`src/rtl/heroe_pkg.sv`:
```
// Shared types, constants and the obstacle mask helper for the HEROE
// obstacle field.
package heroe_pkg;

  typedef enum logic [2:0] {
    ST_IDLE = 3'd0,
    ST_RUN  = 3'd1,
    ST_HIT  = 3'd2,
    ST_OVER = 3'd3
  } state_t;

  localparam logic [3:0] KEY_UP    = 4'h2;
  localparam logic [3:0] KEY_DOWN  = 4'h8;
  localparam logic [3:0] KEY_START = 4'h5;

  localparam int LANES = 3;
  localparam int COLS  = 7;

  localparam logic [3:0] LFSR_SEED = 4'h9;

  // Base lane from tipo[1:0] (3 = empty), tipo[3] adds the next lane up mod 3.
  function automatic logic [2:0] obs_mask(input logic [3:0] tipo);
    logic [2:0] m;
    case (tipo[1:0])
      2'd0:    m = tipo[3] ? 3'b011 : 3'b001;
      2'd1:    m = tipo[3] ? 3'b110 : 3'b010;
      2'd2:    m = tipo[3] ? 3'b101 : 3'b100;
      default: m = 3'b000;
    endcase
    return m;
  endfunction

endpackage

```
`src/rtl/obstacle_lfsr.sv`:
```
// Free-running 4-bit Fibonacci LFSR (x^4+x^3+1), seeded on reset.
module obstacle_lfsr
  import heroe_pkg::*;
(
  input  logic       clk,
  input  logic       rst_n,
  output logic [3:0] value
);

  always_ff @(posedge clk) begin
    if (!rst_n) value <= LFSR_SEED;
    else        value <= {value[2:0], value[3] ^ value[2]};
  end

endmodule

```
`src/rtl/obstacle_scheduler.sv`:
```
// HEROE game sequencer: FSM, obstacle field shifting/spawning, hero lane,
// collision detection, scoring and step-period speed-up.
module obstacle_scheduler
  import heroe_pkg::*;
#(
  parameter int TICK_DIV     = 25_000_000,
  parameter int TICK_MIN     = 6_250_000,
  parameter int SPEEDUP_STEP = 1_000_000,
  parameter int HIT_CYCLES   = 12_500_000
)(
  input  logic        clk,
  input  logic        rst_n,
  input  logic        keypad_pressed,
  input  logic [3:0]  key_code,
  output logic [2:0]  presente,
  output logic [20:0] display_obs,
  output logic [1:0]  hero_lane,
  output logic [3:0]  tipo_obs,
  output logic [3:0]  r_reg,
  output logic [7:0]  score,
  output logic        step,
  output logic        game_over
);

  localparam logic [31:0] PERIOD_INIT = 32'(TICK_DIV);
  localparam logic [31:0] PERIOD_MIN  = 32'(TICK_MIN);
  localparam logic [31:0] PERIOD_DEC  = 32'(SPEEDUP_STEP);
  localparam logic [31:0] HIT_LAST    = 32'(HIT_CYCLES - 1);

  function automatic logic [7:0] sat_inc(input logic [7:0] v);
    return (v == 8'hFF) ? v : v + 8'd1;
  endfunction

  function automatic logic [31:0] faster(input logic [31:0] p);
    return (p >= PERIOD_MIN + PERIOD_DEC) ? p - PERIOD_DEC : PERIOD_MIN;
  endfunction

  function automatic logic [20:0] shift_field(input logic [20:0] f, input logic [2:0] col6);
    logic [20:0] n;
    n = '0;
    for (int l = 0; l < LANES; l++) begin
      n[l*COLS +: COLS-1]  = f[l*COLS+1 +: COLS-1];
      n[l*COLS + COLS - 1] = col6[l];
    end
    return n;
  endfunction

  state_t      state, state_nxt;
  logic [31:0] cnt, cnt_nxt, period, period_nxt;
  logic [20:0] field_nxt;
  logic [1:0]  lane_nxt;
  logic [7:0]  score_nxt, score_inc;
  logic [3:0]  tipo_nxt;
  logic        gap, gap_nxt, step_nxt;
  logic [2:0]  col0;
  logic        key_up, key_down, key_start, collide;

  obstacle_lfsr u_lfsr (
    .clk   (clk),
    .rst_n (rst_n),
    .value (r_reg)
  );

  assign presente  = state;
  assign col0      = {display_obs[2*COLS], display_obs[COLS], display_obs[0]};
  assign collide   = col0[hero_lane];
  assign key_up    = keypad_pressed && (key_code == KEY_UP);
  assign key_down  = keypad_pressed && (key_code == KEY_DOWN);
  assign key_start = keypad_pressed && (key_code == KEY_START);
  assign score_inc = sat_inc(score);

  always_comb begin
    state_nxt  = state;
    cnt_nxt    = cnt;
    period_nxt = period;
    field_nxt  = display_obs;
    lane_nxt   = hero_lane;
    score_nxt  = score;
    tipo_nxt   = tipo_obs;
    gap_nxt    = gap;
    step_nxt   = 1'b0;
    case (state)
      ST_IDLE: if (key_start) state_nxt = ST_RUN;
      ST_RUN: begin
        // A collision freezes everything else on this edge.
        if (collide) begin
          state_nxt = ST_HIT;
          cnt_nxt   = '0;
        end else begin
          if (key_up && hero_lane < 2'd2)   lane_nxt = hero_lane + 2'd1;
          if (key_down && hero_lane > 2'd0) lane_nxt = hero_lane - 2'd1;
          if (cnt == period - 32'd1) begin
            cnt_nxt  = '0;
            step_nxt = 1'b1;
            if (col0 != 3'b000) begin
              score_nxt = score_inc;
              if (score_inc != score && score_inc[2:0] == 3'd0) period_nxt = faster(period);
            end
            if (gap) begin
              field_nxt = shift_field(display_obs, 3'b000);
              gap_nxt   = 1'b0;
            end else begin
              field_nxt = shift_field(display_obs, obs_mask(r_reg));
              tipo_nxt  = r_reg;
              gap_nxt   = 1'b1;
            end
          end else begin
            cnt_nxt = cnt + 32'd1;
          end
        end
      end
      ST_HIT: begin
        if (cnt == HIT_LAST) begin
          state_nxt = ST_OVER;
          cnt_nxt   = '0;
        end else begin
          cnt_nxt = cnt + 32'd1;
        end
      end
      ST_OVER: if (key_start) state_nxt = ST_IDLE;
      default: state_nxt = ST_IDLE;
    endcase
    // IDLE holds a fresh game; clearing on entry makes it visible immediately.
    if (state_nxt == ST_IDLE) begin
      field_nxt  = '0;
      score_nxt  = '0;
      period_nxt = PERIOD_INIT;
      lane_nxt   = 2'd1;
      gap_nxt    = 1'b0;
      cnt_nxt    = '0;
    end
  end

  always_ff @(posedge clk) begin
    if (!rst_n) begin
      state       <= ST_IDLE;
      cnt         <= '0;
      period      <= PERIOD_INIT;
      display_obs <= '0;
      hero_lane   <= 2'd1;
      score       <= '0;
      tipo_obs    <= '0;
      gap         <= 1'b0;
      step        <= 1'b0;
      game_over   <= 1'b0;
    end else begin
      state       <= state_nxt;
      cnt         <= cnt_nxt;
      period      <= period_nxt;
      display_obs <= field_nxt;
      hero_lane   <= lane_nxt;
      score       <= score_nxt;
      tipo_obs    <= tipo_nxt;
      gap         <= gap_nxt;
      step        <= step_nxt;
      game_over   <= (state_nxt == ST_OVER);
    end
  end

endmodule
```
`config.mk`:
```
export PLATFORM = sky130hd
export DESIGN_NAME = obstacle_scheduler
export DESIGN_NICKNAME = d
export VERILOG_FILES = /design/src/rtl/heroe_pkg.sv /design/src/rtl/obstacle_lfsr.sv /design/src/rtl/obstacle_scheduler.sv
export SDC_FILE = /design/constraint.sdc
export NUM_CORES = 1
export LEC_CHECK = 0
export CELL_PAD_IN_SITES_DETAIL_PLACEMENT = 0
export CELL_PAD_IN_SITES_GLOBAL_PLACEMENT = 1
export CORE_MARGIN = 2
export CORE_UTILIZATION = 47
export DETAILED_ROUTE_END_ITERATION = 10
export PLACE_DENSITY_LB_ADDON = 0.1
export SLEW_MARGIN = 40
export SYNTH_ARGS = -nofsm -noshare
export SYNTH_HDL_FRONTEND = slang
export SYNTH_SLANG_ARGS = --single-unit
```
`constraint.sdc`:
```
create_clock -name clk -period 10.56 [get_ports clk]
set_clock_uncertainty 0.05 [all_clocks]
set_input_delay 1.056 -clock clk [delete_from_list [all_inputs] [get_ports clk]]
set_output_delay 1.056 -clock clk [all_outputs]
set_load 0.005 [all_outputs]
```
---- Yosys cells after proc, flatten, opt, wreduce, memory -nomap -nowiden ----
Cells that the tools add are included.
storage, ports and cells
  flip-flop bits (word level) ............. 109
  bits of input ports ..................... 7
  output and inout bits ................... 44
  logic and storage cells ................. 81
cells by class
  add/sub/neg operators ................... 6
  $lt $le $gt $ge ......................... 4
  eq/ne operators ......................... 13
  muxes and demuxes ....................... 22
  bitwise gates (word level) .............. 5
  reduce and logical (&&, ||, !) cells .... 20
operators with widths
  cell                                                    count
  two-way mux 32 bit                                      4
  one-hot mux 32 bit (2 select lines)                     1
  adder 32 x 1 -> 32 bit (second input constant)          1
  == test 32 x 24 -> 1 bit (second input constant)        1
  == test 32 bit                                          1
  >= comparator 32 x 23 -> 1 bit (second input constant)  1
  subtractor 32 x 1 -> 32 bit (second input constant)     1
  subtractor 32 x 20 -> 32 bit (second input constant)    1
  two-way mux 21 bit                                      1
  two-way mux 3 bit                                       5
  one-hot mux 3 bit (4 select lines)                      1
  == test 3 x 2 -> 1 bit (second input constant)          3
  logical NOT 3 bit                                       3
  one-hot mux 3 bit (3 select lines)                      1
  adder 8 x 1 -> 8 bit (second input constant)            1
  == test 8 bit (second input constant)                   1
  two-way mux 8 bit                                       1
  inequality test 8 bit                                   1
  AND reduction 4 bit                                     2
  logical AND 1 bit                                       6
  two-way mux 2 bit                                       3
  AND reduction 3 bit                                     2
  AND reduction 5 bit                                     1
  == test 4 x 2 -> 1 bit (second input constant)          1
  19 further kinds                                        26

---- Logic depth before layout (Yosys ltp) ----
Gate-level depths: netlist (run 1).
  word-level depth ........................ 6
  gate-level depth with buffers ........... 13
  gate-level depth less buffers ........... 10

---- Modules after synthesis ----
A second synthesis (run 1) with hierarchy kept.
second synthesis, totals
  cells, all modules ...................... 698
  area total of the unflattened synthesis .. 5,881.9 µm²
by module, submodules not included
  module              times used  cells each  area each (µm²)  sequential area each (µm²)
  obstacle_scheduler  1           689         5,770.5          2,001.9
  obstacle_lfsr       1           9           111.4            80.1

---- Worst setup path before layout (run 1) ----
Ideal clock, no wire load.
  path type ............................... register to register
  start point ............................. register period[24]
  end point ............................... register display_obs[13]
  setup time .............................. 0.070 ns
  data arrival time ....................... 3.694 ns
  required time ........................... 10.440 ns
  slack ................................... 6.746 ns
  stages on the path, launching flop included .. 12
  buffers on the path ..................... 3
  period minus slack after synthesis ...... 3.814 ns
  cell sequence ........................... dfxtp_1 -> buf_6 -> or4_1 -> clkbuf_2 -> or4_4 -> a2111oi_4 -> a2bb2o_4 -> or4b_1 -> or3_1 -> buf_2 -> or4_1 -> a21oi_1
on the way
  longest elaborated chain between the ends .. 3
RTL lines
  what                           line                       text
  start: declaration             obstacle_scheduler.sv:49   logic [31:0] cnt, cnt_nxt, period, period_nxt;
  start signal: assignment       obstacle_scheduler.sv:149  period <= period_nxt;
  subtractor 32 x 1 -> 32 bit    obstacle_scheduler.sv:92   if (cnt == period - 32'd1) begin
  == test 32 bit                 obstacle_scheduler.sv:92
  AND reduction 3 bit (no line)  -
  end signal: assignment         obstacle_scheduler.sv:150  display_obs <= field_nxt;
  end: declaration               obstacle_scheduler.sv:16   output logic [20:0] display_obs,
No other way between the ends.
A chain may end at the register's enable or synchronous reset.

---- Worst setup path in the final report (run 1) ----
  start point ............................. register period[24]
  end point ............................... register display_obs[6]
Same word-level chain as after synthesis.

==> results of run 1 <==
placed cells by master (no fill, tap or decap), types with 6 or more instances in the layout:
cell type                         count
sky130_fd_sc_hd__clkdlybuf4s50_1     50
sky130_fd_sc_hd__nand4_1             17
sky130_fd_sc_hd__and3_1              15
sky130_fd_sc_hd__clkbuf_16            9
sky130_fd_sc_hd__o21ai_0             25
sky130_fd_sc_hd__xor2_1              33
sky130_fd_sc_hd__nand3_1             34
sky130_fd_sc_hd__a21oi_1             26
sky130_fd_sc_hd__a211oi_1             8
sky130_fd_sc_hd__ha_1                 6
sky130_fd_sc_hd__nor2_1             101
sky130_fd_sc_hd__mux2i_1             28
sky130_fd_sc_hd__or4_1               11
sky130_fd_sc_hd__dfxtp_1            104
sky130_fd_sc_hd__nor4_1              15
sky130_fd_sc_hd__nand2b_1            10
sky130_fd_sc_hd__a31oi_1              7
sky130_fd_sc_hd__inv_1               16
sky130_fd_sc_hd__buf_4                6
sky130_fd_sc_hd__xnor2_1             38
sky130_fd_sc_hd__nor3b_1             10
sky130_fd_sc_hd__nand2_1             57
sky130_fd_sc_hd__or3_1               11
sky130_fd_sc_hd__nor3_1              19
area by class of cell:
class / count / area [um2]
flip-flops and latches: 104 / 2080
well taps: 168 / 210
clock buffers: 10 / 239
clock inverters: 5 / 57.6
multi-input cells: 564 / 3610
fillers: 1145 / 5300
inverters: 16 / 60.1
repair buffers: 56 / 546
worst max-delay path, stage by stage, from the launching register on:
cell and delay, ps:
sky130_fd_sc_hd__dfxtp_1 430, sky130_fd_sc_hd__or4_1 720, sky130_fd_sc_hd__or4_4 570, sky130_fd_sc_hd__a2111oi_4 400
sky130_fd_sc_hd__a2bb2o_4 270, sky130_fd_sc_hd__or4b_1 440, sky130_fd_sc_hd__or3_1 330, sky130_fd_sc_hd__buf_4 270
sky130_fd_sc_hd__or4_1 510, sky130_fd_sc_hd__a21oi_1 140
routing by layer:
layer / share of wire, % / wire, um / vias up
li1: - / - / 2655
met1: 49 / 7640 / 2558
met2: 44 / 6930 / 140
met3: 5.2 / 811 / 20
met4: 1.5 / 229 / 0
met5: 0 / 0 / -
power groups by stage:
stage               combinational [mW]  sequential (mW)  clock, mW
floorplan                      0.00524            0.404          0
global placement                0.0120            0.405          0
detailed placement              0.0121            0.405          0
CTS                             0.0123            0.396      0.346
global route                    0.0135            0.396      0.360
finish                          0.0123            0.396      0.337
logic make-up after synthesis:
kind of cell	after synthesis	synth area share (%)
xor gates and xnor gates	71	10.5
other	1	0.0636
adders and majority gates	6	1.27
muxes	30	5.13
DFF	104	35.3
buffers and inverters	60	4.05
and+or+nand+nor	333	29.1
AOI/OAI and AO/OA	123	14.6
registers in the layout (all words and copies together), names as in the netlist, 2 cells and up:
register      cells
cnt              32
period           27
display_obs      21
score             8
tipo_obs          4
u_lfsr.value      4
presente          3
hero_lane         2
worst max-delay path by stage:
stage	from	end	slack [ps]	depth (start not counted)
final	period[24]	display_obs[6]	6350	9
after global routing	period[24]	display_obs[13]	6180	9
after CTS	period[7]	period[14]	6300	11
after detailed placement	period[7]	period[10]	6300	11
after global placement	period[24]	display_obs[6]	6390	9
after floorplan	period[24]	display_obs[13]	6750	11
through the flow:
stage | worst slack, ps | cell area [um2] | hold WS [ps] | std cells | power, mW
floorplan | 6750 | 5900 | 396 | 728 | 0.410
global placement | 6390 | 6490 | 400 | 908 | 0.417
detailed placement | 6300 | 6500 | 407 | 908 | 0.417
CTS | 6300 | 6800 | 418 | 923 | 0.754
global route | 6180 | 6810 | 433 | 923 | 0.770
finish | 6350 | 6810 | 415 | 923 | 0.745
==> results.md, run 1 <==
Clock tree:
- Post-CTS repair changed the size of 0 cells.
- The post-CTS setup repair buffer count is 0.
- No sink is reached through more buffers than the 2 on the longest clock path.
- The number of H-tree levels is 3.
- TritonCTS built the clock tree.
- The clock sink total is around 100.
- After clock tree synthesis, the clock-pin slew on the worst setup and hold paths is ~70 ps.
- The post-cts hold buffer count is 0.
- Clock tree synthesis inserted a total of 9 buffers.
- The tree is rooted in a sky130_fd_sc_hd__clkbuf_16.
- The clock latency on the worst-skew pair is ~350 ps.

Power and ir drop:
- The ratio of total power to cell area is about 110 nW/um2.
- The analysis attributes to cell leakage a power of around 2.3 nW.
- Of the total power, the clock network draws between 40% and 50%.
- The internal power of the cells totals just under 0.6 mW.
- Across the VDD grid, the largest voltage drop is 116 uV.
- Net switching is between 20% and 30% of the power.
- The sequential power share is between 50 and 60%.
- The analysis attributes to net switching a power of approximately 0.16 mW.
- The share of total power dissipated in combinational logic is 1.6%.

STA:
- Based on the critical path, the design can be clocked at up to 0.237 GHz.
- The final period utilization is 39.9%.
- The number of slew-limit violations in the final report is 0.
- The count of endpoints failing hold in the final timing report is 0.
- Setup violations remaining at the end of the flow were counted as 0.
- For the final routed database, the setup TNS stands at 0 ps.
- Setup repair after global routing left no endpoint under its margin.
- The minimum clock period is between 4000 and 5000 ps.
- The headroom to the max-slew limit is ~49%.
- The slew at the pin closest to its max-slew limit is 761 ps.

Layout:
- Cells fill ~56% of the core in the end.
- For this run, the post-layout net count is approximately 760.
- The share of final-layout standard cells stronger than drive strength 1 is a little under 6%.
- 0 antenna diodes ended up in the layout.
- Relative to the synthesized area, the layout overhead comes to 15.4%.

Drt:
- The number of vias per cell after detailed routing is 5.82.
- The remaining number of nets flagged by the antenna check after routing is 0.
- The first routing iteration left 452 violations.
- The final layout contains routed wiring with a total length of approximately 16 mm.
- After detailed routing, the average wire length per cell comes to approximately 17 um.
- The remaining routing DRC violations is 0.
- The count of vias placed by the detailed router is ~5.4k.
- The number of detailed-routing iterations run before antenna repair is 5.

Setup path:
- The kind of end point of the critical path is a flop.
- The start of the worst register-to-register path is period[24].
- The path depth of the worst reg2reg path is 9.
- The maximum fanout encountered on the critical timing path is 26.
- Data on the critical path arrives at its endpoint at about 4500 ps.
- The worst setup path is launched from a flop.
- The required time at the worst-slack endpoint is approximately 11000 ps.
- For flop-to-flop paths, the worst setup slack is roughly 6300 ps.
- In this run the critical register-to-register path is captured at display_obs[6].
- The path type of the worst setup path is flop to flop.

Yosys:
- The cell taking the most area after synthesis is sky130_fd_sc_hd__dfxtp_1.
- The portion of synthesized cell area occupied by the leading cell type is between 30% and 40%.
- The count of flip-flops with a built-in enable after synthesis is 0.
- The count of distinct cell types in the synthesized netlist is between 70 and 80.
- In the synthesized netlist the dominant register cell turns out to be sky130_fd_sc_hd__dfxtp_1.
- sky130_fd_sc_hd__dfxtp_1 is the most common cell in the netlist.
- The share of the Yosys chip area taken by registers is between 30% and 40%.
- The number of nets in the synthesized netlist is about 740.
- Counting every instance in the synthesized netlist gives ~730.
- The total of flip-flops plus latches after synthesis is approximately 100.
- Sorting the synthesized cells by how often they occur yields 104 x sky130_fd_sc_hd__dfxtp_1, 101 x sky130_fd_sc_hd__nor2_1, 57 x sky130_fd_sc_hd__nand2_1.
- The netlist area before placement is slightly below 6000 um2.
- Ranked by total cell area, the synthesized netlist is headed by sky130_fd_sc_hd__dfxtp_1 35%, sky130_fd_sc_hd__nor2_1 6.4%, sky130_fd_sc_hd__xnor2_1 5.6%.
- After synthesis, the share of flip-flops with an asynchronous set or reset is 0%.
- The Yosys step of the flow raised 0 warnings.
- Dividing the synthesized area by the synthesized cell count gives around 8.1 um2.

Global route:
- The number of antenna violations at the first check in global routing is 0.
- The most heavily used metal layer in global routing is met2.
- The global routing usage summed across all routing layers is 23.9%.
- Entering global routing, the biggest net connects 48 pins.
- Summed over all layers, the global routing overflow is 0.
- For met1 alone, demand over resource in global routing was between 30% and 40%.
- The met3 usage is 4.18%.
- The via count of the first global-routing pass is roughly 5.0k.
- The global-route track usage on met2 is 36.7%.
- The first global-routing pass estimated 25.4 mm of wire.

Min path:
- The worst hold path passes through 2 cells.
- In this run the most critical hold path is launched from tipo_obs[3].
- The tightest min-delay check is of the flop to flop type.
- The worst hold path terminates at tipo_obs[3].

Placed design:
- After legalization and detailed placement, the total HPWL measured between 10 and 15 mm.
- Buffers placed on the I/O ports in this run total 50.
- At the end of routability-driven placement, the weighted congestion stood at 0.916.

Die:
- The vertical extent of the die is 116 um.
- The placeable core region is 12100 um2.
- The placement row count is 40.
- The floorplan step defined a die boundary enclosing approximately 13000 um2.
- The initial core utilization is about half.
- During I/O placement, the number of pins put on the boundary was 51.
- The floorplan step set the die width to between 100 and 150 um.

Status:
- The run finished with clean final reports.

Run:
- The tool flagged a number of max-cap violations equal to 0.
No activity file was read; power rests on OpenSTA's default activity.
==> run 2, diff against run 1 <==
--- a/config.mk
+++ b/config.mk
@@ -8,7 +8,7 @@
 export CELL_PAD_IN_SITES_DETAIL_PLACEMENT = 0
 export CELL_PAD_IN_SITES_GLOBAL_PLACEMENT = 1
 export CORE_MARGIN = 2
-export CORE_UTILIZATION = 47
+export CORE_UTILIZATION = 44
 export DETAILED_ROUTE_END_ITERATION = 10
 export PLACE_DENSITY_LB_ADDON = 0.1
 export SLEW_MARGIN = 40
==> constraint.sdc (replaced) <==
create_clock -name clk -period 3.9 [get_ports clk]
set_clock_uncertainty 0.05 [all_clocks]
set_input_delay 0.39 -clock clk [delete_from_list [all_inputs] [get_ports clk]]
set_output_delay 0.39 -clock clk [all_outputs]
set_load 0.005 [all_outputs]
==> run 2 against run 1 <==
Against the previous run: clock-buffer cell count fell by 1; sequential share of layout area fell by 1.5 points; non-clock buffer count rose by 40; power rose to 2.7 times the previous value; clock power rose to 2.7 times the previous value; combinational power rose to 2.9 times the previous value; hold slack got worse by 6.3 ps; register-to-register slack got worse by 6100 ps; largest cell class unchanged; largest power group unchanged.
==> results.md, run 2 (synthesis gave the netlist of run 1 again) <==
Status:
- Status: finished clean (unchanged).

Die:
- The vertical extent of the die was 120 um (was 116 um).
- The placement row count is 42 (was 40).
- The horizontal die dimension is 120 um (was 116 um).
- The placeable core region is 13200 um2 (was 12100 um2).
- The area of the die is 14300 um2 (was 13500 um2).
- The initial core utilization is 44.7% (was 48.7%).
- The I/O pin count is 51 (unchanged).

Setup path:
- The path type of the worst setup path is flop to flop (unchanged).
- The cell with the biggest individual delay on the critical path is sky130_fd_sc_hd__or4_1 (unchanged).
- The worst endpoint data arrival time is 3930 ps (was 4450 ps).
- The required time at the worst-slack endpoint is 4150 ps (was 10790 ps).
- The kind of end point of the critical path is a flop (unchanged).
- The maximum fanout encountered on the critical timing path is 9 (was 26).
- The cell repeated most along the worst path is sky130_fd_sc_hd__or4_1 (unchanged).
- The peak per-stage delay on the critical path was 600 ps (was 720 ps).
- Ordered list of cells on the worst path: or4_1, or4_1, a2111oi_4, a2bb2o_4, or4b_1, or3_4, or4_1, a21oi_1 (was or4_1, or4_4, a2111oi_4, a2bb2o_4, or4b_1, or3_1, buf_4, or4_1, a21oi_1).
- The type of origin of the critical path is a flop (unchanged).

Layout:
- The number of flip-flops under the largest register name is 32 (unchanged).
- The finished layout cell area is 7160 um2 (was 6810 um2).
- The non-filler instance count after layout was 972 (was 923).
- The top register by number of flip-flops is cnt (unchanged).
- The share of final-layout standard cells stronger than drive strength 1 came to 10.8% (was 5.96%).
- The final-stage net count is 804 (was 764).
- The count of antenna diodes in the layout is 0 (unchanged).
- Commonest cells after routing, fill and taps aside: 104 x sky130_fd_sc_hd__dfxtp_1, 101 x sky130_fd_sc_hd__nor2_1, 57 x sky130_fd_sc_hd__nand2_1 (unchanged).
- Registers with the most flip-flops: cnt: 32 flops, period: 27 flops, display_obs: 21 flops (unchanged).
- The layout overhead on the synthesized area is 21.4% (was 15.4%).
- The commonest non-fill, non-tap cell in the layout is sky130_fd_sc_hd__dfxtp_1 (unchanged).

Clock tree:
- The clock sink total is 104 (unchanged).
- The post-CTS setup repair buffer count came to 0 (unchanged).
- The clock latency on the worst-skew pair is 360 ps (was 350 ps).
- The number of H-tree levels is 3 (unchanged).
- The number of CTS-inserted buffers is 9 (unchanged).
- The deepest clock path buffer count was 2 (unchanged).
- The clock slew seen by the registers of the worst setup and hold paths is 80 ps (was 70 ps).
- The clock tree from TritonCTS is built (unchanged).
- The cell chosen for the clock root is sky130_fd_sc_hd__clkbuf_16 (unchanged).

Global route:
- The total grt overflow was 0 (unchanged).
- The number of antenna violations at the first check in global routing is 0 (unchanged).
- The maximum number of pins on one net before global-route repair is 33 (was 48).
- The via count of the first global-routing pass is 5132 (was 4966).
- The global routing usage summed across all routing layers is 23.2% (was 23.9%).
- The first-pass GRT wire length is 26.6 mm (was 25.4 mm).

STA:
- The highest attainable clock frequency is 0.272 GHz (was 0.237 GHz).
- The headroom to the max-slew limit is 51.6% (was 49.3%).
- The count of endpoints failing hold in the final timing report is 0 (unchanged).
- The slew at the pin closest to its max-slew limit is 726 ps (was 761 ps).
- The final critical-path setup slack is 218 ps (was 6350 ps).
- The number of setup violations in the final report was 0 (unchanged).
- RSZ-0062 raised after global routing: false (unchanged).
- The final period utilization is 94.4% (was 39.9%).
- The number of slew-limit violations in the final report came to 0 (unchanged).
- The setup TNS after final layout came to 0 ps (unchanged).
- The minimum clock period is 3680 ps (was 4210 ps).

Placed design:
- The standard cell area after detailed placement is 6830 um2 (was 6500 um2).
- The quantity of I/O buffers inserted on ports is 50 (unchanged).
- The last weighted congestion value of the routability-driven placer was 0.921 (was 0.916).
- The cell count after placement was 956 (was 908).
- The total half-perimeter wirelength after legalization and detailed placement is 12.3 mm (was 11.5 mm).
- The pre-CTS setup slack is 140 ps (was 6300 ps).

Power and ir drop:
- The overall power after layout is 2.03 mW (was 0.745 mW).
- The leakage power summed over all cells is 2.54 nW (was 2.34 nW).
- The maximum vdd ir drop is 196 uV (was 116 uV).
- The ratio of total power to cell area came to 284 nW/um2 (was 109 nW/um2).

Run:
- The number of max-cap violations was 0 (unchanged).

Drt:
- The final routed wire length divided by cell count is 16.8 um (was 16.9 um).
- The post-detailed-routing wire length was 16.3 mm (was 15.6 mm).
- The remaining routing DRC violations came to 0 (unchanged).
- The violation count after the first detailed-routing iteration was 336 (was 452).
- The count of vias placed by the detailed router is 5542 (was 5373).
- The number of vias per cell after detailed routing came to 5.70 (was 5.82).
- The number of detailed-routing iterations run before antenna repair came to 5 (unchanged).
- The remaining number of nets flagged by the antenna check after routing came to 0 (unchanged).

Min path:
- The worst min-delay path class is flop to flop (unchanged).
-- run 2: layer usage --
| metal | global-route usage (%) | part of all wire, % | vias up |
|---|---|---|---|
| met5 | 0 | 0 | - |
| met4 | 8.24 | 1.9 | 0 |
| li1 | - | - | 2746 |
| met1 | 32.4 | 47 | 2628 |
| met2 | 36.8 | 46 | 151 |
| met3 | 3.33 | 4.6 | 17 |
-- run 2: layout make-up --
class / count / area [um2]
fill: 1266 / 6030
multi-input combinational: 564 / 3630
timing repair buffer: 96 / 858
inverter: 16 / 60.1
clock inverter: 7 / 83.8
sequential: 104 / 2080
tap: 176 / 220
clock buffer: 9 / 225
-- run 2: final timing paths --
check / start / endpoint / slack, ps / cells past startpoint
worst max register to register: period[14] / display_obs[6] / 220 / 8
worst min-delay path: tipo_obs[1] / tipo_obs[1] / 410 / 2
worst min register to register: tipo_obs[1] / tipo_obs[1] / 410 / 2
worst max-delay path: period[14] / display_obs[6] / 220 / 8
-- run 2: report_power, final --
part	switching, mW	internal, mW	leakage (nW)
combinational	0.0156	0.0196	1.55
sequential	0.00605	1.06	0.839
clock	0.466	0.460	0.151
total	0.488	1.54	2.54
-- run 2: timing repair --
action	in CTS	in global routing
resized for setup	0	2
setup endpoints to repair	0	2
hold buffers	0	0
-- run 2: critical path, delay by kind of cell, from the launching register on --
family / cells / cell delay (ps)
AOI/OAI and AO/OA: 3 / 750
DFF: 1 / 310
and+or+nand+nor: 5 / 2500
-- run 2: metrics by stage --
stage          hold slack [ps]  util, %
3_3_place_gp               394     51.7
3_5_place_dp               402     51.8
2_1_floorplan              396        -
4_1_cts                    416     54.1
5_1_grt                    436     54.3
6_report                   409     54.3
==> run 3, diff against run 2 <==
--- a/config.mk
+++ b/config.mk
@@ -5,9 +5,10 @@
 export SDC_FILE = /design/constraint.sdc
 export NUM_CORES = 1
 export LEC_CHECK = 0
+export ABC_AREA = 0
 export CELL_PAD_IN_SITES_DETAIL_PLACEMENT = 0
 export CELL_PAD_IN_SITES_GLOBAL_PLACEMENT = 1
-export CORE_MARGIN = 2
+export CORE_MARGIN = 4
 export CORE_UTILIZATION = 44
 export DETAILED_ROUTE_END_ITERATION = 10
 export PLACE_DENSITY_LB_ADDON = 0.1
@@ -15,3 +16,4 @@
 export SYNTH_ARGS = -nofsm -noshare
 export SYNTH_HDL_FRONTEND = slang
 export SYNTH_SLANG_ARGS = --single-unit
+export TNS_END_PERCENT = 100
==> run 3 against run 2 <==
Against the previous run: critical path depth is the same; die area grew 6.8%; sequential power about the same; critical endpoint unchanged.
==> results.md, run 3 (synthesis gave the netlist of run 1 again) <==
Status:
- Status: finished clean (unchanged).

Power and ir drop:
- The leakage power summed over all cells is 2.53 nW (was 2.54 nW).
- The ratio of total power to cell area is 283 nW/um2 (was 284 nW/um2).
- The maximum vdd ir drop is 298 uV (was 196 uV).

Min path:
- The worst min-delay path class is flop to flop (unchanged).

Die:
- The area of the die is 15300 um2 (was 14300 um2).
- The placeable core region is 13200 um2 (unchanged).
- The I/O pin count is 51 (unchanged).
- The initial core utilization came to 44.7% (unchanged).
- The vertical extent of the die is 124 um (was 120 um).
- The placement row count is 42 (unchanged).
- The horizontal die dimension is 124 um (was 120 um).

Clock tree:
- The number of cells upsized or downsized after cts is 0 (unchanged).
- The clock slew seen by the registers of the worst setup and hold paths is 80 ps (about the same).
- The post-cts hold buffer count is 0 (unchanged).
- The number of H-tree levels came to 3 (unchanged).
- The number of CTS-inserted buffers was 9 (unchanged).
- The cell chosen for the clock root was sky130_fd_sc_hd__clkbuf_16 (unchanged).
- The deepest clock path buffer count is 2 (unchanged).
- The clock sink total was 104 (unchanged).
- The post-CTS setup repair buffer count is 0 (unchanged).
- The clock latency on the worst-skew pair came to 360 ps (about the same).
- The clock tree from TritonCTS is built (unchanged).

Global route:
- The global routing usage summed across all routing layers is 21.8% (was 23.2%).
- The number of antenna violations at the first check in global routing is 0 (unchanged).
- The total grt overflow came to 0 (unchanged).
- The maximum number of pins on one net before global-route repair is 33 (unchanged).
- The first-pass GRT wire length is 26.3 mm (was 26.6 mm).
- The via count of the first global-routing pass is 5173 (was 5132).

STA:
- RSZ-0062 raised after global routing: false (unchanged).
- The minimum clock period is 3700 ps (was 3680 ps).
- The final period utilization is 94.8% (was 94.4%).
- The setup TNS after final layout is 0 ps (unchanged).
- The number of slew-limit violations in the final report is 0 (unchanged).
- The number of setup violations in the final report came to 0 (unchanged).
- The count of endpoints failing hold in the final timing report was 0 (unchanged).
- The highest attainable clock frequency was 0.270 GHz (was 0.272 GHz).
- The worst hold margin is 410 ps (was 409 ps).
- The headroom to the max-slew limit is 52.8% (was 51.6%).
- The slew at the pin closest to its max-slew limit came to 697 ps (was 726 ps).

Layout:
- Commonest cells after routing, fill and taps aside: 104 x sky130_fd_sc_hd__dfxtp_1, 101 x sky130_fd_sc_hd__nor2_1, 57 x sky130_fd_sc_hd__nand2_1 (unchanged).
- The area taken by flip-flops and latches is 2080 um2 (unchanged).
- Registers with the most flip-flops: cnt: 32 flops, period: 27 flops, display_obs: 21 flops (unchanged).
- The commonest non-fill, non-tap cell in the layout is sky130_fd_sc_hd__dfxtp_1 (unchanged).
- The number of flip-flops under the largest register name is 32 (unchanged).
- The multi-input combinational cell area was 3610 um2 (was 3630 um2).
- The top register by number of flip-flops is cnt (unchanged).
- The count of antenna diodes in the layout is 0 (unchanged).
- The final-stage net count was 803 (was 804).
- The share of final-layout standard cells stronger than drive strength 1 was 10.6% (was 10.8%).
- The filler cell count was 1245 (was 1266).
- The layout overhead on the synthesized area is 21.0% (was 21.4%).

Setup path:
- The first element of the critical path is period[13] (was period[14]).
- The type of origin of the critical path is a flop (unchanged).
- The endpoint of the most critical setup path is display_obs[6] (unchanged).
- The start of the worst register-to-register path is period[13] (was period[14]).
- Ordered list of cells on the worst path: or4_1, or4_1, a2111oi_4, a2bb2o_4, or4b_1, or3_4, or4_1, a21oi_1 (unchanged).
- The path type of the worst setup path was flop to flop (unchanged).
- The path depth of the worst reg2reg path is 8 (unchanged).
- The required time at the worst-slack endpoint is 4140 ps (was 4150 ps).
- The setup slack of the most critical reg-to-reg path is 200 ps (was 220 ps).
- The kind of end point of the critical path is a flop (unchanged).
- The endpoint of the most critical register-to-register path is display_obs[6] (unchanged).
- The cell with the biggest individual delay on the critical path was sky130_fd_sc_hd__or4_1 (unchanged).
- The maximum fanout encountered on the critical timing path was 9 (unchanged).
- The worst endpoint data arrival time came to 3940 ps (was 3930 ps).
- The peak per-stage delay on the critical path came to 580 ps (was 600 ps).
- The cell repeated most along the worst path is sky130_fd_sc_hd__or4_1 (unchanged).

Drt:
- The number of detailed-routing iterations run before antenna repair is 5 (unchanged).
- The number of vias per cell after detailed routing is 5.75 (was 5.70).
- The final routed wire length divided by cell count is 16.7 um (was 16.8 um).
- The count of vias placed by the detailed router is 5582 (was 5542).
- The remaining number of nets flagged by the antenna check after routing came to 0 (unchanged).
- The remaining routing DRC violations is 0 (unchanged).
- The violation count after the first detailed-routing iteration is 407 (was 336).
- The post-detailed-routing wire length is 16.2 mm (was 16.3 mm).

Placed design:
- The last weighted congestion value of the routability-driven placer is 0.915 (was 0.921).
- The total half-perimeter wirelength after legalization and detailed placement is 12.3 mm (about the same).
- The quantity of I/O buffers inserted on ports is 50 (unchanged).

Run:
- The number of max-cap violations is 0 (unchanged).
run 3: metal layers:
metal  wire [um]  global-route usage, %  up-vias
met4         482                   8.37        0
li1            -                      -     2742
met5           0                      0        -
met2        7600                   35.2      164
met3         866                   4.50       38
met1        7270                   28.6     2638
run 3: cell type report:
class | instances | share of cell area (%)
Timing Repair Buffer | 95 | 11.9
Inverter | 16 | 0.842
Clock inverter | 7 | 1.14
Tap cell | 176 | 3.09
Multi-Input combinational cell | 564 | 50.7
Clock buffer | 9 | 3.16
Sequential cell | 104 | 29.2
run 3: how the worst min path moves through the flow:
stage / startpoint / endpoint / slack, ps / depth (start not counted)
2_1_floorplan: period[31] / period[31] / 400 / 1
3_3_place_gp: tipo_obs[3] / tipo_obs[3] / 390 / 2
5_1_grt: tipo_obs[3] / tipo_obs[3] / 440 / 2
6_report: tipo_obs[3] / tipo_obs[3] / 410 / 2
4_1_cts: tipo_obs[3] / tipo_obs[3] / 420 / 2
3_5_place_dp: tipo_obs[3] / tipo_obs[3] / 410 / 2
run 3: per-stage QoR:
| step | util [%] | power, mW | std cells | setup slack, ps | cell area, um2 |
|---|---|---|---|---|---|
| floorplan | - | 1.11 | 728 | 86.0 | 5900 |
| finish | 54.1 | 2.02 | 971 | 201 | 7130 |
| detailed placement | 51.7 | 1.13 | 955 | 136 | 6810 |
| CTS | 54.0 | 2.05 | 971 | 109 | 7120 |
| global placement | 51.7 | 1.13 | 955 | 198 | 6810 |
| global route | 54.1 | 2.10 | 971 | 21.4 | 7130 |
run 3: critical path, delay by kind of cell (launching register included):
kind | cells | cell delay (ps)
AND/OR/NAND/NOR | 5 | 2500
AO/OA/AOI/OAI | 3 | 760
flip-flops | 1 | 330
run 3: power breakdown:
part | internal [mW] | total (mW) | switching [mW]
Clock | 0.459 | 0.916 | 0.456
Sequential | 1.06 | 1.07 | 0.00620
Combinational | 0.0195 | 0.0350 | 0.0154
Total | 1.54 | 2.02 | 0.478
==> patch 1, RTL diff (config.mk and constraints of run 2) <==
Make the reset (`rst_n`) asynchronous in 2 clocked blocks.
--- a/src/rtl/obstacle_lfsr.sv
+++ b/src/rtl/obstacle_lfsr.sv
@@ -7,7 +7,7 @@
   output logic [3:0] value
 );
 
-  always_ff @(posedge clk) begin
+  always_ff @(posedge clk or negedge rst_n) begin
     if (!rst_n) value <= LFSR_SEED;
     else        value <= {value[2:0], value[3] ^ value[2]};
   end
--- a/src/rtl/obstacle_scheduler.sv
+++ b/src/rtl/obstacle_scheduler.sv
@@ -131,7 +131,7 @@
     end
   end
 
-  always_ff @(posedge clk) begin
+  always_ff @(posedge clk or negedge rst_n) begin
     if (!rst_n) begin
       state       <= ST_IDLE;
       cnt         <= '0;
Formal check against the unedited RTL: differs if rst_n is asserted again (counterexample within 4 cycles, from zero or initial values and one cycle with rst_n low); with rst_n held inactive, the same outputs for 10 cycles.
==> patch 1 against run 2 <==
Routed wire length increased by 17%; area after synthesis up 12%; synthesized cell count up 5.8%; setup slack worse by 0.13 ns; final area is 9.6% higher; sequential cell count unchanged; count of clock-buffer cells in the layout unchanged; total power increased by 4.4%; clock power increased by 6.6%; critical endpoint is now score[4]; largest cell class unchanged.
==> patch 1: results (changes against run 2) <==
Run status
  – Result of the run: completed

Synthesis
  – Adder and majority cell fraction of the synthesized area: 1.14% (-0.13 points)
  – Compound-gate portion of the synthesized area: 16.4% (+1.9 points)
  – Register area share after synthesis: 39.8% (+4.5 points)
  – Synth async-reset ratio: 100% (+100 points)
  – Net count of the mapped netlist: 783 (+5.7%)
  – Mean cell area of the mapped netlist: 8.56 um2 (+5.7%)
  – Multiplexer area fraction after synthesis: 1.29% (-3.8 points)

Power
  – Part of the power in the clock network: 46.5% (+0.9 points)
  – Net switching power: 508 uW (+4.2%)
  – Reg power frac: 51.0% (-1.7 points)
  – Worst-case vdd ir drop: 0.000191 V (-2.5%)
  – Lkg Pwr: 0.00302 uW (+19%)

Cells and area
  – Layout cell share with drive strength beyond 1: 14.3% (+3.5 points)
  – Total number of nets in the final design: 834 (+3.7%)

Placed design
  – Pre-CTS WS: -0.0285 ns (-0.169 ns)
  – Placer's final routability congestion estimate: 0.953 (+3.5%)
  – Total placed instance area: 7450 um2 (+9.1%)
  – Post-DP HPWL: 13400 um (+9.2%)

Worst setup path
  – R2R Path End: score[4]
  – Max FO, Critical Path: 8 (-1)
  – Worst EP arrival: 4.06 ns (+0.13 ns)
  – Flop2flop setup slack: 0.09 ns (-0.13 ns)
  – Number of cells on the worst reg-to-reg path: 9 (+1)
  – Critical path's largest stage delay: 0.55 ns (-0.05 ns)

Detailed routing
  – Overall routed net length: 19100 um (+17%)
  – WL met1: 8310 um (+7.7%)
  – Violation count after the first detailed-routing iteration: 386 (+15%)
  – Detailed route wirelength on metal3: 1110 um (+47%)
  – Routed length on met2: 9330 um (+24%)

GRT
  – Vias in the first global route: 6055 (+18%)
  – Met3 layer usage reported by global route: 4.13% (+0.81 points)
  – Pin count of the biggest net entering global routing: 54 (+64%)
  – First-pass GRT wire length: 31500 um (+18%)
  – Met2 Track Usage GR: 41.2% (+4.5 points)
  – Total routing resource utilization after global routing: 24.4% (+1.2 points)

CTS
  – Number of gates resized after CTS: 1 (+1)

Timing
  – Max Clock Freq: 262 MHz (-3.4%)
==> patch 1: cell types whose count changed in the layout (fill, tap and decap cells not counted), sizes merged, moves of 6 or more <==
cell	run 2	this run
a32o	2	8
xor2	33	27
a21oi	27	37
a311oi	2	10
nand2	57	75
or2	2	8
mux2i	28	4
nand3	34	55
dfstp	0	15
nor2	101	81
dfrtp	0	89
dfxtp	104	0
nor3b	10	3
==> patch 1: metrics by stage <==
step	instances	util, %	total power, uW	TNS [ns]
2_1_floorplan	770	-	1120	0
3_3_place_gp	991	51.1	1160	0
3_5_place_dp	991	51.1	1160	-0.0787
4_1_cts	1007	53.4	2150	0
5_1_grt	1010	53.8	2200	-0.0161
6_report	1010	53.8	2120	0
==> patch 1: layout make-up <==
cell class | instances | area [um2]
timing repair buffer | 98 | 883
multi-input combinational | 588 | 3720
tap | 184 | 230
clock buffer | 9 | 225
sequential | 104 | 2620
clock inverter | 7 | 96.3
fill | 1353 | 6740
inverter | 20 | 75.1
==> patch 2, RTL diff (config.mk and constraints of run 2) <==
Made on the original files. Set the package constant `LANES` to 2 (it was 3).
--- a/src/rtl/heroe_pkg.sv
+++ b/src/rtl/heroe_pkg.sv
@@ -13,7 +13,7 @@
   localparam logic [3:0] KEY_DOWN  = 4'h8;
   localparam logic [3:0] KEY_START = 4'h5;
 
-  localparam int LANES = 3;
+  localparam int LANES = 2;
   localparam int COLS  = 7;
 
   localparam logic [3:0] LFSR_SEED = 4'h9;
Behaviour: no difference found for any inputs over 10 cycles, from zero or initial values and one cycle with rst_n low; that may be too few to reach the edited logic, so the function may still have changed.
==> patch 2 against run 2 <==
Worst hold slack gained 0.013 ns; routed wire length is 0.12% higher; final area is 4.9% lower; sequential cell count decreased by 7; area after synthesis fell by 2.3%; highest routed layer unchanged; fmax increased by 2.3%; setup slack improved by 0.081 ns; clock power rose by 7.1%; first-iteration DRC count up 80%; total power shrank 0.45%; synthesized cell count fell by 0.69%; sequential share of layout area fell by 0.57 points.
==> patch 2: results (changes against run 2) <==
GRT
  – Met1 track demand over resource in global routing: 33.1% (+0.72 points)
  – Vias in the first global route: 5312 (+3.5%)
  – Met3 layer usage reported by global route: 4.87% (+1.5 points)
  – Antenna violations before repair: 0 (unchanged)
  – Met2 Track Usage GR: 36.2% (-0.59 points)
  – First-pass GRT wire length: 27300 um (+2.5%)
  – Total routing resource utilization after global routing: 23.8% (+0.59 points)
  – Pin count of the biggest net entering global routing: 47 (+42%)

Placed design
  – Number of cells in the design after placement: 924 (-3.3%)
  – Total placed instance area: 6460 um2 (-5.4%)
  – Count of input and output buffers: 43 (-14%)
  – Placer's final routability congestion estimate: 0.890 (-3.4%)
  – Post-DP HPWL: 11500 um (-6.0%)

Power
  – Lkg Pwr: 0.00214 uW (-16%)
  – Worst-case vdd ir drop: 0.000175 V (-11%)

Flow run
  – Number of max-cap violations: 0 (unchanged)

Worst setup path
  – Worst EP arrival: 3.84 ns (-0.09 ns)
  – Critical path's largest stage delay: 0.56 ns (-0.04 ns)
  – Flop2flop setup slack: 0.30 ns (+0.08 ns)
  – Max FO, Critical Path: 12 (+3)
  – Standard cell with the maximum stage delay on the critical path: or3b_2

CTS
  – Worst-path clk slew: 0.07 ns

Synthesis
  – Multiplexer area fraction after synthesis: 0.521% (-4.6 points)
  – Leading cell types by count after synthesis: 97 x dfxtp_1, 83 x nor2_1, 69 x nand2_1
  – Largest cells by area after synthesis: dfxtp_1 34%, xnor2_1 6.2%, nor2_1 5.4%
  – Adder and majority cell fraction of the synthesized area: 1.30% (+0.030 points)
  – Register area share after synthesis: 33.7% (-1.6 points)
  – Synth cell types: 78 (+9.9%)
  – Compound-gate portion of the synthesized area: 18.8% (+4.2 points)
  – Gate count after technology mapping: 723 (-0.69%)
  – Xor and xnor area share after synthesis: 10.1% (-0.42 points)

Cells and area
  – Largest registers: cnt: 32 flops, period: 27 flops, display_obs: 14 flops
  – Total number of nets in the final design: 776 (-3.5%)
  – Filler Cell Count: 1242 (-1.9%)
  – Layout cell share with drive strength beyond 1: 9.77% (-1.0 points)

Timing
  – Transition at the pin with the smallest max-transition slack: 0.736 ns (+0.0103 ns)

Detailed routing
  – Overall routed net length: 16300 um (+0.12%)
  – Violation count after the first detailed-routing iteration: 606 (+80%)
  – First drt pass iteration count: 5 (unchanged)

Run status
  – Result of the run: completed
patch 2: cell types whose count changed in the layout (fill, tap and decap cells not counted), sizes merged, moves of 6 or more:
| cell | run 2 | this run |
|---|---|---|
| buf | 46 | 33 |
| nand2 | 57 | 69 |
| xor2 | 33 | 23 |
| a311oi | 2 | 12 |
| dfxtp | 104 | 97 |
| conb | 1 | 8 |
| a21oi | 27 | 40 |
| nor3b | 10 | 4 |
| clkdlybuf4s50 | 50 | 43 |
| nor2 | 101 | 83 |
| mux2i | 28 | 3 |
| a41oi | 1 | 7 |
| and3 | 15 | 9 |
patch 2: worst paths after layout:
kind / start / to / cells past startpoint
max reg2reg: period[4] / display_obs[6] / 10
min: display_obs[10] / display_obs[10] / 2
max: period[4] / display_obs[6] / 10
min reg2reg: display_obs[10] / display_obs[10] / 2
patch 2: metal layers:
layer | vias up | part of all wire, %
met2 | 174 | 44
li1 | 2727 | -
met4 | 0 | 2.5
met3 | 34 | 5.5
met5 | - | 0
met1 | 2647 | 48
patch 2: where the power goes:
part / internal [uW] / switching, uW / leakage, uW
logic: 16.7 / 15.6 / 0.00120
clock network: 571 / 421 / 0.000158
registers: 993 / 5.38 / 0.000783
patch 2: through the flow:
stage / worst slack (ns) / hold slack, ns
floorplan: 0.658 / 0.404
global placement: 0.284 / 0.412
detailed placement: 0.336 / 0.412
CTS: 0.313 / 0.423
global route: 0.0824 / 0.450
finish: 0.299 / 0.422
patch 2: cell type report:
class                   instances  area (um2)  area share [%]
clock buffers                   9         225            3.31
clock inverters                 7         101            1.49
inverters                      14        52.6           0.771
multi-input cells             565        3570            52.4
flip-flops and latches         97        1940            28.5
well taps                     172         215            3.16
repair buffers                 76         703            10.3
patch 2: what timing repair did:
item	CTS	global route
gates resized for setup	0	3
buffers inserted	0	0
setup endpoints to repair	0	2
